==> src/rtl/uart_tx_sched.sv <==
// uart_tx_sched: round-robin merge of two frame sources into a small FIFO, then
// launches TX engine frames one at a time via start_tx/tx_done, gated by enable and cts_n.
module uart_tx_sched #(
  parameter int FIFO_DEPTH = 4,
  parameter int TIMEOUT    = 65535
) (
  input  logic                        clk,
  input  logic                        rst,
  input  logic                        s0_valid_i,
  input  logic [31:0]                 s0_data_i,
  output logic                        s0_ready_o,
  input  logic                        s1_valid_i,
  input  logic [31:0]                 s1_data_i,
  output logic                        s1_ready_o,
  input  logic                        enable_i,
  input  logic                        cts_n,
  input  logic                        tx_done_i,
  output logic                        start_tx_o,
  output logic [31:0]                 tx_data_o,
  output logic                        busy_o,
  output logic [$clog2(FIFO_DEPTH):0] fifo_count_o,
  output logic                        timeout_o,
  output logic [1:0]                  state_o
);
  localparam int AW  = $clog2(FIFO_DEPTH);
  localparam int CW  = AW + 1;
  localparam int WDW = $clog2(TIMEOUT + 1);
  localparam logic [CW-1:0]  DEPTH_C = CW'(FIFO_DEPTH);
  localparam logic [WDW-1:0] WD_LAST = WDW'(TIMEOUT - 1);

  typedef enum logic [1:0] {IDLE, WAIT_CTS, START, BUSY} state_t;
  state_t state, state_next;

  logic [31:0]    mem [FIFO_DEPTH];
  logic [AW-1:0]  wr_ptr, rd_ptr;
  logic [CW-1:0]  count;
  logic           last_grant;
  logic           grant0, grant1, push, pop, full, empty;
  logic [31:0]    push_data;
  logic [WDW-1:0] wd;
  logic           wd_hit;
  logic [31:0]    tx_data;

  assign full  = (count == DEPTH_C);
  assign empty = (count == '0);

  // Handshake: a frame transfers on a port in any cycle where valid and ready are both
  // high; ready is the grant and uses only the registered count, so a same-cycle pop
  // never makes room for a push. last_grant = 1 means port 1 won most recently.
  always_comb begin
    grant0 = 1'b0;
    grant1 = 1'b0;
    if (!rst && !full) begin
      if (s0_valid_i && (!s1_valid_i || last_grant)) grant0 = 1'b1;
      else if (s1_valid_i)                           grant1 = 1'b1;
    end
  end

  assign push      = grant0 | grant1;
  assign push_data = grant0 ? s0_data_i : s1_data_i;
  assign pop       = (state == START) && !empty;

  always_ff @(posedge clk) begin
    if (rst) begin
      wr_ptr     <= '0;
      rd_ptr     <= '0;
      count      <= '0;
      last_grant <= 1'b1;
      for (int i = 0; i < FIFO_DEPTH; i++) mem[i] <= '0;
    end else begin
      if (push) begin
        mem[wr_ptr] <= push_data;
        wr_ptr      <= wr_ptr + 1'b1;
        last_grant  <= grant1;
      end
      if (pop) rd_ptr <= rd_ptr + 1'b1;
      if (push && !pop)      count <= count + 1'b1;
      else if (pop && !push) count <= count - 1'b1;
    end
  end

  always_ff @(posedge clk) begin
    if (rst) state <= IDLE;
    else     state <= state_next;
  end

  always_comb begin
    state_next = state;
    case (state)
      IDLE:     if (!empty && enable_i) state_next = cts_n ? WAIT_CTS : START;
      WAIT_CTS: begin
        if (!enable_i)   state_next = IDLE;
        else if (!cts_n) state_next = START;
      end
      START:    state_next = BUSY;
      BUSY:     if (tx_done_i || wd_hit) state_next = IDLE;
      default:  state_next = IDLE;
    endcase
  end

  // Head is captured on the edge entering START so data is valid alongside the pulse.
  always_ff @(posedge clk) begin
    if (rst) begin
      wd      <= '0;
      tx_data <= '0;
    end else begin
      if (state_next == START && state != START) tx_data <= mem[rd_ptr];
      if (state != BUSY)  wd <= '0;
      else if (wd != '1)  wd <= wd + 1'b1;
    end
  end

  assign wd_hit = (state == BUSY) && (wd == WD_LAST);

  always_comb begin
    start_tx_o = 1'b0;
    timeout_o  = 1'b0;
    busy_o     = (state != IDLE);
    if (!rst) begin
      start_tx_o = (state == START);
      timeout_o  = wd_hit && !tx_done_i;
    end
  end

  assign tx_data_o    = tx_data;
  assign fifo_count_o = count;
  assign s0_ready_o   = grant0;
  assign s1_ready_o   = grant1;
  assign state_o      = state;
endmodule

==> config.mk <==
export PLATFORM = sky130hd
export DESIGN_NAME = uart_tx_sched
export DESIGN_NICKNAME = d
export VERILOG_FILES = /design/src/rtl/uart_tx_sched.sv
export SDC_FILE = /design/constraint.sdc
export NUM_CORES = 1
export LEC_CHECK = 0
export ABC_AREA = 1
export ABC_CLOCK_PERIOD_IN_PS = 5100
export BUFFER_PORTS_ARGS = -buffer_cell sky130_fd_sc_hd__buf_4
export CAP_MARGIN = 20
export CORE_ASPECT_RATIO = 1.75
export CORE_MARGIN = 3
export CORE_UTILIZATION = 58
export CTS_CLUSTER_SIZE = 10
export DETAILED_ROUTE_END_ITERATION = 8
export PLACE_DENSITY_LB_ADDON = 0.12
export SLEW_MARGIN = 20
export SYNTH_ARGS = -nofsm -noshare
export SYNTH_HDL_FRONTEND = slang
export SYNTH_SLANG_ARGS = --single-unit
==> constraint.sdc <==
create_clock -name clk -period 5.1 [get_ports clk]
set_input_delay 0.51 -clock clk [delete_from_list [all_inputs] [get_ports clk]]
set_output_delay 0.51 -clock clk [all_outputs]
set_load 0.02 [all_outputs]
-- Word level (Yosys, flattened, before mapping)
Memory sizes are Yosys's and may differ from the RTL's. A register that Yosys moved wholly into a read port is not among the register bits.
Cells that the tools add are included.
- flip-flop bits (word level): 26
- RAM bits: 128
- input bits: 71
- output and inout bits: 42
- logic and storage cells: 70
- memories: 1
- add/subtract/negate cells: 5
- equality and inequality tests: 9
- multiplexer cells: 24
- bitwise operators: 1
- reductions and logical operators: 24
- memory list (memory ; depth ; bits a word ; rd ports ; clocked after Yosys merged registers in ; wr ports ; RTL line ; RTL):
    mem ; 4 ; 32 ; 1 ; 1 ; 4 ; 34 ; logic [31:0] mem [FIFO_DEPTH];
- operators with widths (kind ; count):
    $mux W32 ; 2
    $reduce_or A32 Y1 ; 1
    $add A16 B1 Y16 const B ; 1
    $eq A16 B16 Y1 const B ; 1
    $ne A16 B16 Y1 const B ; 1
    $mux W1 ; 13
    $mux W2 ; 6
    $logic_and A1 B1 Y1 ; 9
    $pmux W2 S4 ; 1
    $logic_not A1 Y1 ; 7
    $eq A2 B2 Y1 const B ; 3
    $mux W3 ; 2
    $add A2 B1 Y2 const B ; 2
    $ne A2 B2 Y1 const B ; 2
    $reduce_bool A2 Y1 ; 2
    $add A3 B1 Y3 const B ; 1
    $eq A3 B3 Y1 const B ; 1
    $logic_not A3 Y1 ; 1
    $sub A3 B1 Y3 const B ; 1
    $eq A2 B1 Y1 const B ; 1
    $logic_not A2 Y1 ; 1
    $logic_or A1 B1 Y1 ; 2
    $reduce_or A2 Y1 ; 1
    $or A1 B1 Y1 ; 1

-- Depth between registers and ports, before layout
Gate-level depths: netlist (run 1).
- depth in word-level cells: 11
- mapped depth: 13
- mapped depth without buffers: 13

-- Worst setup path after synthesis (run 1)
No wires, ideal clock.
- kind: register to register
- start point: register count[0] (netlist: fifo_count_o[0])
- end point: memory mem[3][0], enable pin
- setup time: 0.468 ns
- arrival: 3.515 ns
- setup slack: 1.116 ns
- cell stages (with the launch flop): 9
- clock period less this slack: 3.984 ns
- path through: dfxtp_1 > inv_1 > nand3_1 > nand2_1 > nor2_1 > nor2_4 > inv_2 > nand2_1 > o21ai_0
- RTL lines (what ; RTL line ; RTL):
    from (decl) ; 36 ; logic [CW-1:0] count;
    from (signal assigned) ; 77 ; if (push && !pop) count <= count + 1'b1;
    from (signal assigned) ; 78 ; else if (pop && !push) count <= count - 1'b1;
    to (decl) ; 34 ;

==> impl_metrics.csv, run 1 <==
group,metric,value,unit
timing,rsz0062_at_grt,"no",
setup_path,cp.arrival,3.31,ns
routing,antenna_left,0,
logic_synthesis,synth-xor-area-share,0.00206,
logic_synthesis,synthTopCellsByArea,"edfxtp_1, dfxtp_1, nor2_1",
timing,maxSlewHeadroom,0.351,
place,place_hpwl,12500,um
logic_synthesis,synthSimpleGateAreaFrac,0.236,
clock_tree,clk_latency,0.42,ns
global_route,overflow,0,
logic_synthesis,synthAdderAreaFrac,0.00676,
clock_tree,post_cts_resized,0,
timing,skew,0.0118,ns
clock_tree,cts_buffers,17,
logic_synthesis,postSynthCellCount,985,
floorplan,die_w,97.6,um
final_layout,synthToLayoutAreaGrowth,18.1,%
clock_tree,cts.sinks,186,
timing,post-route-min-period,3.16,ns
clock_tree,cts-root-buf,"clkbuf_16",
floorplan,design.core.area,0.0144,mm^2
floorplan,fp.dieH,166,um
routing,drc,0,
timing,fmax,317,MHz
floorplan,io_pins,113,
timing,setup_viol,0,
timing,fin_ws,1.94,ns
power,ir_worst_vdd,0.252,mV
routing,routed_wl,19200,um
clock_tree,htree_levels,4,
global_route,grt_pass1_vias,6701,
setup_path,crit_required,5.25,ns
floorplan,rows,58,
final_layout,n_antenna_cell,0,
logic_synthesis,avgSynthCellArea,8.65,um^2
timing,worst_pin_slew,0.972,ns
timing,period_share,0.619,
global_route,antenna_found_initial,0,
clock_tree,postCtsSetupBuffers,0,
setup_path,critPathCaptureType,"register",
setup_path,crit_type,"register to register",
final_layout,multiInputGateArea,0.00294,mm^2
power,power.total,4.01,mW
logic_synthesis,ys_ff_latch,186,
logic_synthesis,syn-num-nets,1060,
logic_synthesis,ys_warn_count,0,
routing,dr_total_vias,6780,
place,place.gp.congestion,0.934,
logic_synthesis,synth_top_cells_by_count,"nor2_1, nand2_1, edfxtp_1, inv_1, o21ai_0",
final_layout,fillers,1158,
logic_synthesis,synth_ff_type,"edfxtp_1",
logic_synthesis,postSynth.asyncResetShare,0,
setup_path,critPathLaunchType,"register",
logic_synthesis,synth_area,0.00852,mm^2
timing,final_max_slew_viol_count,0,
timing,finalHoldViolCount,0,
logic_synthesis,yosysMostFrequentCell,"nor2_1",
clock_tree,cts_tree,"done",
run,maxCapViolations,0,
power,powerDensity,399,mW/mm^2
routing,wl_per_cell,15.0,um
outcome,status,"completed",
final_layout,drive_above_1_share,0.159,
setup_path,path_max_fanout,34,
final_layout,utilization,0.700,
logic_synthesis,synth_cell_type_count,36,
clock_tree,hold_buffers,0,
floorplan,die_area,0.0162,mm^2
timing,tns,0,ns
global_route,grt_pass1_wl,31600,um
clock_tree,clkTransAtPathRegs,0.07,ns
place,place_ws,1.67,ns
worst_hold_path,worst_hold_path_type,"input pin to register",
global_route,grt_max_degree,66,
logic_synthesis,synth_top_family_by_area,"simple AND/OR/NAND/NOR gates",
logic_synthesis,yosysSeqAreaShare,0.588,
routing,drtIter0Drc,535,
routing,drt-pass1-iter-count,7,
floorplan,start_util,0.593,
place,io_buffers,112,
global_route,grt_usage,0.243,
clock_tree,clockBufferDepth,2,
final_layout,finalNetCount,1156,
logic_synthesis,synth.area.mux_share,0,
logic_synthesis,synth_largest_area_cell,"edfxtp_1",
logic_synthesis,synth_top_area_frac,0.451,
power,p_leak,4.44,nW
final_layout,seqCellArea,0.00501,mm^2
logic_synthesis,synth_compound_area_frac,0.0996,
logic_synthesis,synth_edf_count,128,
routing,vias_per_cell,5.32,
final cells by class:
class                   instances  area share
multi-input cells             655       0.293
inverters                      93      0.0347
flip-flops and latches        186       0.498
well taps                     180      0.0224
clock inverters                12     0.00834
clock buffers                  20      0.0465
repair buffers                128      0.0975
power by group:
group | switching, mW | internal (mW) | total [mW]
clock | 0.559 | 0.670 | 1.23
combinational | 0.574 | 0.312 | 0.886
sequential | 0.0736 | 1.82 | 1.89
total | 1.21 | 2.80 | 4.01
cells in the final DEF (no fill, tap or decap), types with 3 or more instances in the layout:
| master | instances |
|---|---|
| nand3_1 | 14 |
| buf_4 | 127 |
| nor3_1 | 8 |
| inv_1 | 87 |
| nor2_1 | 255 |
| o22ai_1 | 32 |
| a21oi_1 | 30 |
| clkinv_1 | 3 |
| dfxtp_1 | 57 |
| nand2_1 | 184 |
| o21ai_0 | 83 |
| nor4_1 | 3 |
| nand2_2 | 4 |
| clkbuf_16 | 18 |
| inv_6 | 4 |
| inv_2 | 4 |
| inv_4 | 3 |
| nand4_1 | 5 |
| ha_1 | 3 |
| nand3b_1 | 16 |
| edfxtp_1 | 128 |
worst max-delay path, cell delays in order, from the launching register on:
cell and delay, ns:
dfxtp_1 0.34, inv_1 0.11, nand3_1 0.13, nand2_1 0.11
nor2_1 0.08, nor2_4 0.10, buf_4 0.37, inv_2 0.11
nand2_1 0.16, inv_1 0.08, nand2_1 0.06, buf_4 0.35
nand2_1 0.45, buf_4 0.39
cell families after synthesis:
family          Yosys count
compound gates          154
simple gates            495
flops                   186
fa+ha+maj                 4
buf+inv                 144
xor+xnor                  2
per-layer routing:
layer  vias to the layer above  global-route usage  part of all wire
li1                       3411                   -                 -
met3                        40              0.0353             0.049
met2                       211               0.450              0.53
met4                         0              0.0928             0.025
met5                         -                   0                 0
met1                      3118               0.280              0.39
worst paths after layout:
path	start	endpoint	slack (ns)	cells past startpoint
worst max-delay path	fifo_count_o[0]	mem[1][10]	1.94	13
worst min register to register	last_grant	last_grant	0.48	2
worst max register to register	fifo_count_o[0]	mem[1][10]	1.94	13
worst min-delay path	rst	state_o[0]	0.29	2
state kept, by name, summed over array words and instances (netlist names):
signal        count
fifo_count_o      3
mem             128
last_grant        1
wd               16
wr_ptr            2
state_o           2
tx_data_o        32
rd_ptr            2
per-stage QoR:
| step | area (um^2) | std cells | hold slack, ns |
|---|---|---|---|
| final | 10100 | 1274 | 0.291 |
| after global routing | 10100 | 1274 | 0.287 |
| after CTS | 10000 | 1273 | 0.279 |
| after detailed placement | 9480 | 1241 | 0.460 |
| after global placement | 9480 | 1241 | 0.462 |
| after floorplan | 8520 | 985 | 0.438 |
Power figures use the tool's default switching activity.
==> run 2, diff against run 1 <==
Settings changed: ABC_AREA 1 to 0, ABC_CLOCK_PERIOD_IN_PS 5100 to 3100, CORE_UTILIZATION 58 to 57.
Clock period 5.1 ns to 3.1 ns, I/O delays scaled along.
==> impl_metrics.csv, run 2 <==
group,metric,value,unit
outcome,status,"completed",
global_route,grt_pass1_wl,28800,um
logic_synthesis,yosysMostFrequentCell,"nor2_1",
logic_synthesis,yosysSeqAreaShare,0.626,
routing,vias_per_cell,5.89,
setup_path,r2r_end,"fifo_count_o[2]",
final_layout,fin_area,0.00962,mm^2
power,power.total,6.43,mW
routing,drc,0,
logic_synthesis,syn-num-nets,724,
logic_synthesis,synth_largest_area_cell,"edfxtp_1",
timing,final_max_slew_viol_count,0,
global_route,grt_pass1_vias,5775,
global_route,antenna_found_initial,0,
logic_synthesis,postSynthCellCount,649,
setup_path,crit_type,"register to register",
floorplan,start_util,0.588,
clock_tree,clockBufferDepth,2,
setup_path,path_max_fanout,9,
place,place.gp.congestion,0.761,
floorplan,design.core.area,0.0136,mm^2
clock_tree,cts_tree,"done",
logic_synthesis,postSynth.asyncResetShare,0,
final_layout,largest_reg_flops,128,
logic_synthesis,synth_top_cells_by_count,"nor2_1, edfxtp_1, nand2_1, dfxtp_1, a21oi_1",
power,ir_worst_vdd,0.363,mV
logic_synthesis,synth_top_area_frac,0.481,
setup_path,crit_start,"fifo_count_o[0]",
timing,maxSlewHeadroom,0.376,
routing,antenna_left,0,
logic_synthesis,synth_area,0.00800,mm^2
final_layout,final_cell_mix,"nor2_1, edfxtp_1, buf_4, nand2_1, dfxtp_1",
timing,period_share,0.849,
global_route,grt_max_degree,40,
clock_tree,hold_buffers,0,
floorplan,die_area,0.0155,mm^2
setup_path,worst_r2r_path_depth,9,
floorplan,fp.dieH,163,um
clock_tree,cts_buffers,17,
final_layout,finalNetCount,829,
logic_synthesis,synth_ff_type,"edfxtp_1",
final_layout,final_common_cell,"nor2_1",
final_layout,drive_above_1_share,0.262,
setup_path,cp.arrival,2.97,ns
logic_synthesis,avgSynthCellArea,12.3,um^2
place,io_buffers,112,
floorplan,rows,56,
global_route,grt_usage,0.247,
clock_tree,postCtsSetupBuffers,0,
routing,drt-pass1-iter-count,6,
logic_synthesis,ys_ff_latch,186,
clock_tree,clkTransAtPathRegs,0.07,ns
worst_hold_path,min_from,"rst",
timing,tns,0,ns
run,maxCapViolations,0,
place,place_hpwl,11500,um
setup_path,rr_startpoint,"fifo_count_o[0]",
final_layout,utilization,0.708,
final_layout,synthToLayoutAreaGrowth,20.3,%
logic_synthesis,ys_warn_count,0,
clock_tree,cts.sinks,186,
clock_tree,clk_latency,0.43,ns
floorplan,die_w,95.5,um
power,p_leak,3.64,nW
timing,finalHoldViolCount,0,
final_layout,n_antenna_cell,0,
logic_synthesis,synth_cell_type_count,42,
setup_path,crit_end,"fifo_count_o[2]",
clock_tree,cts-root-buf,"clkbuf_16",
worst_hold_path,worst_hold_path_type,"input pin to register",
routing,routed_wl,18300,um
power,powerDensity,668,mW/mm^2
setup_path,critPathLaunchType,"register",
setup_path,critPathCaptureType,"register",
timing,fmax,380,MHz
final_layout,fillers,998,
floorplan,io_pins,113,
setup_path,ff2ff_setup_slack,0.47,ns
timing,setup_viol,0,
setup_path,crit_required,3.44,ns
clock_tree,htree_levels,4,
timing,post-route-min-period,2.63,ns
timing,worst_pin_slew,0.936,ns
routing,wl_per_cell,19.4,um
timing,skew,0.0159,ns
timing,rsz0062_at_grt,"no",
routing,drtIter0Drc,239,
global_route,overflow,0,
clock_tree,post_cts_resized,0,
routing,dr_total_vias,5543,
final_layout,largest_register,"mem",
logic_synthesis,synthTopCellsByArea,"edfxtp_1, dfxtp_1, mux4_2",
place,dpl-instance-area,0.00901,mm^2
logic_synthesis,synth_edf_count,128,
## run 2: worst min path at each step
stage,endpoint,cells past startpoint
2_1_floorplan,wr_ptr[0],2
3_3_place_gp,tx_data_o[3],2
3_5_place_dp,tx_data_o[6],2
4_1_cts,tx_data_o[30],2
5_1_grt,tx_data_o[30],2
6_report,tx_data_o[2],2
## run 2: power breakdown
| group | switching [mW] | internal (mW) | leakage (nW) |
|---|---|---|---|
| combinational | 0.649 | 0.468 | 1.54 |
| sequential | 0.114 | 2.94 | 1.80 |
| clock | 0.961 | 1.29 | 0.297 |
## run 2: routing by layer
| layer | wire, um | global-route usage | up-vias |
|---|---|---|---|
| met5 | 0 | 0 | - |
| li1 | - | - | 2559 |
| met4 | 538 | 0.102 | 0 |
| met3 | 970 | 0.0411 | 40 |
| met1 | 6690 | 0.275 | 2728 |
| met2 | 10100 | 0.453 | 216 |
## run 2: final cells by class
type                            instances  area [um^2]  share of cell area
Clock buffer                           19          433              0.0450
Clock inverter                         13          178              0.0185
Inverter                                5         18.8             0.00195
Multi-Input combinational cell        417         2750               0.286
Sequential cell                       186         5010               0.520
Tap cell                              174          218              0.0226
Timing Repair Buffer                  127         1020               0.106
## run 2: kinds of logic after synthesis
family / count (synthesis) / share of synthesized area
simple gates: 276 / 0.150
fa+ha+maj: 4 / 0.00720
mux: 65 / 0.131
compound gates: 66 / 0.0466
buf+inv: 46 / 0.0325
xor+xnor: 6 / 0.00657
flops: 186 / 0.626
## run 2: through the flow
stage / std cells / worst slack (ns) / hold slack, ns
after floorplan: 649 / 0.349 / 0.459
after global placement: 909 / 0.629 / 0.442
after detailed placement: 909 / 0.494 / 0.448
after CTS: 941 / 0.476 / 0.167
after global routing: 941 / 0.315 / 0.176
final: 941 / 0.468 / 0.183
## run 2: critical path, stage by stage (launching register included)
cell     delay [ns]
dfxtp_1        0.46
nor3b_1        0.14
or3_1          0.50
inv_1          0.19
ha_1           0.20
inv_1          0.07
fa_1           0.37
xor2_1         0.16
or3_1          0.31
a21oi_1        0.16
==> run 3, diff against run 2 <==
Settings changed: ABC_CLOCK_PERIOD_IN_PS 3100 to 2700.
Clock period 3.1 ns to 2.7 ns, I/O delays scaled along.
==> impl_metrics.csv, run 3 (same netlist as run 2, synthesis figures left out) <==
group,metric,value,unit
outcome,status,"completed",
setup_path,slowest_delay,0.46,ns
global_route,grt_max_degree,50,
power,power.total,7.36,mW
final_layout,largest_register,"mem",
global_route,grt_use_met2,0.456,
power,internal-power,5.40,mW
floorplan,die_area,0.0155,mm^2
worst_hold_path,worst_hold_path_type,"input pin to register",
timing,tns,0,ns
global_route,overflow,0,
power,p_switching,1.96,mW
global_route,antenna_found_initial,0,
setup_path,crit_chain,"nor3b_1, or3_1, inv_1, ha_1, inv_1, fa_1, xor2_1, or3_1, a21oi_1",
timing,skew,0.0110,ns
routing,drtIter0Drc,396,
place,place.gp.congestion,0.799,
floorplan,fp.dieH,163,um
power,seqPwrFrac,0.477,
final_layout,multiInputGateArea,0.00275,mm^2
timing,final_max_slew_viol_count,0,
setup_path,critPathSlowestCell,"dfxtp_1",
final_layout,final_common_cell,"nor2_1",
final_layout,finalNetCount,837,
setup_path,crit_buf_inv,2,
power,powerDensity,762,mW/mm^2
global_route,grt_usage,0.251,
worst_hold_path,hold_path_depth,3,
final_layout,seqCellArea,0.00501,mm^2
final_layout,n_antenna_cell,0,
floorplan,die_w,95.5,um
routing,antenna_left,0,
routing,dr_total_vias,5540,
timing,fmax,403,MHz
timing,maxSlewHeadroom,0.540,
routing,wl_per_cell,19.0,um
routing,routed_wl,18000,um
timing,fin_ws,0.220,ns
clock_tree,clk_latency,0.43,ns
setup_path,critPathTopFamily,"simple AND/OR/NAND/NOR gates",
clock_tree,post_cts_resized,0,
power,p_leak,3.66,nW
timing,rsz0062_at_grt,"no",
power,ir_worst_vdd,0.573,mV
setup_path,worst_r2r_path_depth,9,
global_route,gr-usage-met3,0.0504,
clock_tree,cts.sinks,186,
floorplan,design.core.area,0.0136,mm^2
floorplan,io_pins,113,
clock_tree,cts_buffers,17,
clock_tree,hold_buffers,0,
setup_path,critPathLaunchType,"register",
routing,drt-pass1-iter-count,5,
global_route,globalRouteMet1Util,0.281,
setup_path,cp.arrival,2.83,ns
global_route,grt_pass1_vias,5926,
timing,period_share,0.918,
final_layout,largest_reg_flops,128,
power,clockPowerShare,0.351,
clock_tree,clkTransAtPathRegs,0.06,ns
final_layout,final_cell_mix,"nor2_1, buf_4, edfxtp_1, nand2_1, dfxtp_1",
setup_path,ff2ff_setup_slack,0.22,ns
clock_tree,htree_levels,4,
global_route,grt.busiest_layer,"met2",
final_layout,fillers,968,
setup_path,rr_startpoint,"fifo_count_o[0]",
setup_path,crit_required,3.05,ns
timing,setup_viol,0,
place,place_ws,0.256,ns
power,combPwrFrac,0.172,
setup_path,path_max_fanout,6,
setup_path,r2r_end,"fifo_count_o[2]",
run,maxCapViolations,0,
worst_hold_path,hold_path_end,"last_grant",
final_layout,drive_above_1_share,0.270,
routing,vias_per_cell,5.84,
setup_path,crit_type,"register to register",
global_route,grt_pass1_wl,29200,um
setup_path,critPathCaptureType,"register",
clock_tree,cts-root-buf,"clkbuf_16",
worst_hold_path,min_from,"s1_valid_i",
routing,drc,0,
final_layout,synthToLayoutAreaGrowth,20.8,%
clock_tree,clockBufferDepth,2,
timing,post-route-min-period,2.48,ns
place,io_buffers,112,
floorplan,start_util,0.588,
timing,finalHoldViolCount,0,
timing,worst_pin_slew,0.690,ns
place,place_hpwl,11600,um
power,switching_share,0.267,
clock_tree,postCtsSetupBuffers,0,
clock_tree,cts_tree,"done",
floorplan,rows,56,
final_layout,utilization,0.710,
[run 3: cell types whose count changed in the layout (fill, tap and decap cells not counted), sizes merged]
cell / change
buf: +8
clkinv: -1
clkinvlp: +2
inv: -1
[run 3: per-layer routing]
metal / share of wire / vias up
met5: 0 / -
met4: 0.019 / 0
met3: 0.060 / 27
met2: 0.57 / 211
met1: 0.35 / 2736
li1: - / 2566
[run 3: worst register-to-register path, stage by stage (launching register included)]
cell and delay, ns:
dfxtp_1 0.46, nor3b_1 0.13, or3_1 0.41, inv_1 0.15, ha_1 0.20, inv_1 0.07, fa_1 0.37, xor2_1 0.17
or3_1 0.31, a21oi_1 0.15
[run 3: how the worst max path moves through the flow]
stage	startpoint	end	slack, ns	depth (start not counted)
final	fifo_count_o[0]	fifo_count_o[2]	0.22	9
after detailed placement	fifo_count_o[0]	fifo_count_o[2]	0.26	9
after global placement	fifo_count_o[0]	fifo_count_o[2]	0.37	9
after floorplan	fifo_count_o[0]	mem[2][0]	0.12	6
after global routing	fifo_count_o[0]	fifo_count_o[2]	0.06	9
after CTS	fifo_count_o[0]	fifo_count_o[2]	0.23	9
[run 3: metrics by stage]
stage	std cells	area (um^2)	hold WS, ns
finish	949	9660	0.146
global route	949	9660	0.156
global placement	917	9040	0.444
detailed placement	917	9040	0.449
CTS	949	9660	0.128
floorplan	649	8000	0.430
[run 3: cell type report]
cell class	instances	share of cell area
timing repair buffer	135	0.109
clock buffer	19	0.0448
sequential	186	0.519
tap	174	0.0225
clock inverter	13	0.0185
multi-input combinational	417	0.285
inverter	5	0.00194
[run 3: power groups by stage]
stage	Clock [mW]	Sequential, mW	Combinational (mW)
after global placement	0	3.55	1.24
after detailed placement	0	3.57	1.27
after floorplan	0	3.60	0.777
final	2.58	3.51	1.27
after CTS	2.62	3.51	1.28
after global routing	2.72	3.54	1.39
